--- config.mk ---
export PLATFORM = sky130hd
export DESIGN_NAME = vpu_multi_cntr
export DESIGN_NICKNAME = d
export VERILOG_FILES = /design/src/rtl/vpu_multi_cntr.sv
export SDC_FILE = /design/constraint.sdc
export NUM_CORES = 1
export LEC_CHECK = 0
export ABC_AREA = 1
export CAP_MARGIN = 0
export CORE_MARGIN = 1
export CORE_UTILIZATION = 48
export DETAILED_ROUTE_END_ITERATION = 16
export GPL_TIMING_DRIVEN = 1
export PLACE_DENSITY = 0.78
export SYNTH_ARGS = -nofsm -noshare
export SYNTH_HDL_FRONTEND = slang
export SYNTH_SLANG_ARGS = --single-unit
export TNS_END_PERCENT = 20
--- constraint.sdc ---
create_clock -name clk -period 1.22 [get_ports clk]
set_input_delay 0.244 -clock clk [delete_from_list [all_inputs] [get_ports clk]]
set_output_delay 0.244 -clock clk [all_outputs]
set_load 0.02 [all_outputs]
--- src/rtl/vpu_multi_cntr.sv ---
// Multi-channel programmable latency counter: per-channel IDLE/RUN/DONE FSM with start handshake.
// Optional per-channel abort input enabled by defining VPU_CNTR_ABORT_EN.
module vpu_multi_cntr #(
  parameter int NUM_CH = 4,
  parameter int CNT_W  = 4
) (
  input  logic                    clk,
  input  logic                    rst,
  input  logic [NUM_CH-1:0]       start_valid_i,
  input  logic [NUM_CH*CNT_W-1:0] start_len_i,
`ifdef VPU_CNTR_ABORT_EN
  input  logic [NUM_CH-1:0]       abort_i,
`endif
  output logic [NUM_CH-1:0]       start_ready_o,
  output logic [NUM_CH-1:0]       done_o,
  output logic [NUM_CH-1:0]       busy_o,
  output logic                    all_idle_o
);

  typedef enum logic [1:0] {
    S_IDLE = 2'd0,
    S_RUN  = 2'd1,
    S_DONE = 2'd2
  } state_e;

  logic [NUM_CH-1:0] abort_w;

`ifdef VPU_CNTR_ABORT_EN
  assign abort_w = abort_i;
`else
  assign abort_w = '0;
`endif

  for (genvar c = 0; c < NUM_CH; c++) begin : g_ch
    state_e           state_q, state_d;
    logic [CNT_W-1:0] cnt_q, cnt_d;
    logic [CNT_W-1:0] len;
    logic             accept;

    assign len              = start_len_i[c*CNT_W +: CNT_W];
    assign start_ready_o[c] = ((state_q == S_IDLE) | (state_q == S_DONE)) & ~abort_w[c];
    assign accept           = start_valid_i[c] & start_ready_o[c];
    assign done_o[c]        = (state_q == S_DONE);
    assign busy_o[c]        = (state_q != S_IDLE);

    always_ff @(posedge clk) begin
      if (rst) begin
        state_q <= S_IDLE;
        cnt_q   <= '0;
      end else begin
        state_q <= state_d;
        cnt_q   <= cnt_d;
      end
    end

    // A run of L cycles loads L-1 so the RUN state lasts exactly L cycles; L=0 skips RUN.
    always_comb begin
      state_d = state_q;
      cnt_d   = cnt_q;
      unique case (state_q)
        S_IDLE, S_DONE: begin
          if (accept) begin
            if (len == '0) begin
              state_d = S_DONE;
              cnt_d   = '0;
            end else begin
              state_d = S_RUN;
              cnt_d   = len - CNT_W'(1);
            end
          end else begin
            state_d = S_IDLE;
          end
        end
        S_RUN: begin
          if (abort_w[c]) begin
            state_d = S_IDLE;
            cnt_d   = '0;
          end else if (cnt_q != '0) begin
            cnt_d = cnt_q - CNT_W'(1);
          end else begin
            state_d = S_DONE;
          end
        end
        default: begin
          state_d = S_IDLE;
          cnt_d   = '0;
        end
      endcase
    end
  end

  assign all_idle_o = ~(|busy_o);

endmodule
### Word-level counts from Yosys, hierarchy flattened

Cells that the tools add are included.

* register bits: 24
* word-level logic and storage cells: 102
* bits of input ports: 22
* output and inout bits: 13

* equal/unequal tests: 20
* muxes and demuxes: 32
* bitwise gates (word level): 9
* reduce and logical (&&, ||, !) cells: 25
* add/sub/neg operators: 8

Operators with widths (number)
* $mux 4: 12
* $pmux 4 s2: 4
* $sub 4x1->4 const B: 8
* $mux 2: 12
* $ne 2x2->1 const B: 12
* $logic_not 4->1: 4
* $pmux 2 s2: 4
* $reduce_bool 4->1: 4
* $eq 2x1->1 const B: 4
* $eq 2x2->1 const B: 4
* $logic_not 2->1: 4
* $reduce_and 2->1: 4
* $reduce_bool 2->1: 4
* $reduce_or 2->1: 4
* $and 1x1->1: 4
* $or 1x1->1: 4
* $reduce_or 4->1: 1
* $not 1->1: 1

### Longest topological paths before layout

Gate-level depths: netlist (run 1).

* word-level depth: 5
* depth in mapped cells: 8
* depth with buffers taken out: 8

### Worst setup path after synthesis (run 1)

OpenSTA, ideal clock, no wires.

* kind: register to output
* start point: register g_ch[0].state_q[0]
* end point: output port all_idle_o
* required time: 0.976 ns
* arrival time: 1.479 ns
* setup slack: -0.503 ns
* buffers on the path: 0
* cell stages (with the launch flop): 4
* path through: dfxtp_1 inv_2 nand2_1 nor4_1

* word-level cells in the longest chain between the ends: 3

RTL lines
* start: declaration: RTL line 35 `state_e state_q, state_d;`
* start signal: assignment: RTL line 51 `state_q <= state_d;`
* $reduce_bool 2->1: RTL line 44 `assign busy_o[c] = (state_q != S_IDLE);`
* via busy_o[0]: RTL line 16 `output logic [NUM_CH-1:0] busy_o,`
* $reduce_or 4->1: RTL line 92 `assign all_idle_o = ~(|busy_o);`
* $not 1->1: RTL line 92
* end: declaration: RTL line 17 `output logic all_idle_o`

The timed path passes the listed nets, and every way through them passes these cells.

### Worst setup path after layout (run 1)

* start point: register g_ch[1].state_q[0]
* end point: output port all_idle_o

* word-level cells in the longest chain between the ends: 3

RTL lines (RTL line)
* start: declaration: 35
* start signal: assignment: 51
* $reduce_bool 2->1: 44
* $reduce_or 4->1: 92
* $not 1->1: 92

No other way between the ends.

==> results of run 1 <==
## worst paths after layout
| kind | end | slack, ps | depth (start not counted) |
|---|---|---|---|
| setup reg to reg | g_ch[2].cnt_q[1]$_SDFFE_PP0P_ | -20 | 8 |
| setup / recovery | all_idle_o | -210 | 4 |
| hold reg to reg | g_ch[0].cnt_q[0]$_SDFFE_PP0P_ | 580 | 3 |
| hold / removal | g_ch[1].cnt_q[0]$_SDFFE_PP0P_ | 330 | 4 |
## through the flow
step                TNS, ps  setup WS [ps]  util [%]
floorplan                 0          0.100         -
global placement      -9010           -348      73.2
detailed placement    -9650           -386      73.2
CTS                    -589           -180      77.5
global route          -1400           -264      82.3
finish                 -562           -213      82.3
## cell usage after synthesis (8+ instances only)
library cell,number,area [µm²]
nand2_1,56,210
o21ai_0,8,40.0
nand3_1,20,100
nor2_1,56,210
dfxtp_1,24,480
a21oi_1,16,80.1
inv_2,12,45.0
o21ai_2,8,70.1
inv_1,45,169
ha_1,12,150
## layer usage
layer	up-vias	track usage [%]
met5	-	0
met4	0	10.6
met3	22	2.78
met2	76	47.4
met1	1032	29.7
li1	1119	-
## registers in the layout, summed over array words and instances, names as in the netlist
register	count
g_ch.cnt_q	16
g_ch.state_q	8
## layout make-up
type	instances	area, µm²
Fill cell	219	667
Multi-Input combinational cell	213	1410
Tap cell	48	60.1
Clock buffer	4	55.1
Inverter	57	229
Sequential cell	24	494
Timing Repair Buffer	95	852
## cells in the final DEF, fill, tap and decap left out, drive strengths merged
cell,netlist,final
buf,2,74
xnor2,4,4
nand3,28,28
nor4,1,1
o21bai,4,4
nand2,60,60
clkbuf,0,4
o21ai,20,20
dlymetal6s2s,0,7
ha,12,12
inv,57,57
or2,4,4
nor3,4,4
clkdlybuf4s50,0,14
nor2,60,60
a21oi,16,16
dfxtp,24,24
## timing repair
action / CTS / global route
endpoints found under the setup margin: 29 / 34
endpoints found under the hold margin: 0 / 0
setup buffers: 3 / 11
resized for setup: 109 / 46
pin swaps: 6 / 17
## cells by family after synthesis
logic type	Yosys count	share of synthesized area (%)
simple gates	157	41.7
buf+inv	59	11.6
compound gates	40	12.4
flops	24	24.8
fa+ha+maj	12	7.75
xor+xnor	4	1.81
## critical path: stages, from the launching register on
cell	delay, ps
dfxtp_2	350
inv_4	60
nand2_4	60
nor4_4	260
buf_4	180
## power by group
part           switching, µW  total (µW)  internal, µW
clock                    296         585           290
combinational            896        1670           778
sequential              84.1         977           893
total                   1280        3240          1960
==> results_dict.tcl, run 1 <==
set metrics [dict create \
    fp.dieH_um 65.5 \
    final_cell_area_um2 3100 \
    worst-path-max-fanout 2 \
    wirelength_um 5720 \
    grt_setup_unrepaired "yes" \
    dp_cells 427 \
    ios 35 \
    skew_ps 1.87 \
    overflow 0 \
    drc 0 \
    area_growth_pct 60.3 \
    placementRows 22 \
    slew_violations 0 \
    wl_met1_um 2320 \
    drive_above_1_share_pct 42.7 \
    cts.clk_slew.worst_paths_ps 90 \
    violations "setup timing" \
    hold_violations 0 \
    dpl.hpwl_um 3720 \
    cp_data_required_time_ps 980 \
    num_antenna_cells 0 \
    worst_slew_pin_slew_ps 272 \
    ant_nets 0 \
    yosys_most_used_dff "dfxtp_1" \
    avgSynthCellArea_um2 6.54 \
    totalPowerFinal_uw 3240 \
    coreArea_um2 3770 \
    layout.nets 428 \
    fmax_mhz 698 \
    fp.dieW_um 65.5 \
    grt_pass1_wl_um 8620 \
    finalWorstSetupSlack_ps -213 \
    crit_type "flip-flop to output port" \
    dieArea_um2 4290 \
    wl_per_cell_um 13.0 \
    vias 2249 \
    powerDensity_nw_per_um2 1040 \
    slew_headroom_pct 81.8 \
    synth_cell_types 21 \
    syn_area_um2 1940 \
    vias_per_cell 5.10 \
    finalNonFillerCells 441 \
    cts_buffers 3 \
    synth_edf_count 0 \
    placed_cell_area_um2 2760 \
    drt_iter0_markers 86 \
    grt_max_degree 14 \
    startpoint_type "flip-flop" \
    grt_util_all_layers_pct 25.7 \
    syn_nets 330 \
    yosysWarnings 0 \
    min_path_type "input pin to flip-flop" \
    hold_buffers 0 \
    grt_pass1_vias 2103 \
    drv_cap 0 \
    start_util_pct 51.4 \
    cts.sinks 24 \
    min_period_ps 1430 \
    clk_latency_ps 280 \
    synth_seq_cells 24 \
    dr.max_layer_used "met4" \
    r2r-start "g_ch[2].state_q[0]$_SDFFE_PP0P_" \
    cts_tree "built" \
    synthArstFlopShare_pct 0 \
    setup_viol_count_final 11 \
    clockBufferDepth 2 \
    p_leak_uw 0.00154 \
    place_congestion 0.839 \
    root_buffer "clkbuf_8" \
    antenna_found_initial 0 \
    htreeDepth 1 \
    crit_arrival_ps 1190 \
    fin_crit_sh_pct 117 \
    cp-end-kind "output port" \
    hold_ws_ps 328 \
    synth_cells 296 \
    outcome "complete, but fails checks" \
    vdd_ir_drop_max_mv 0.613 \
    io_buffers 34 \
    firstDrtPassIters 4 \
    hp-start "start_len_i[4]" \
    startpoint "g_ch[1].state_q[0]$_SDFFE_PP0P_" \
    wl_met2_um 2900 \
    met3WireLength_um 281 \
    seq_area_frac_synth_pct 24.8 \
]
(Power assumes the default switching activity.)
==> inputs of run 2 (changes only) <==
--- a/config.mk
+++ b/config.mk
@@ -9,6 +9,7 @@
 export CAP_MARGIN = 0
 export CORE_MARGIN = 1
 export CORE_UTILIZATION = 48
+export CTS_CLUSTER_DIAMETER = 60
 export DETAILED_ROUTE_END_ITERATION = 16
 export GPL_TIMING_DRIVEN = 1
 export PLACE_DENSITY = 0.78
==> results of run 2 <==
Same layout as run 1: the final DEF is identical, and so are final timing and power.
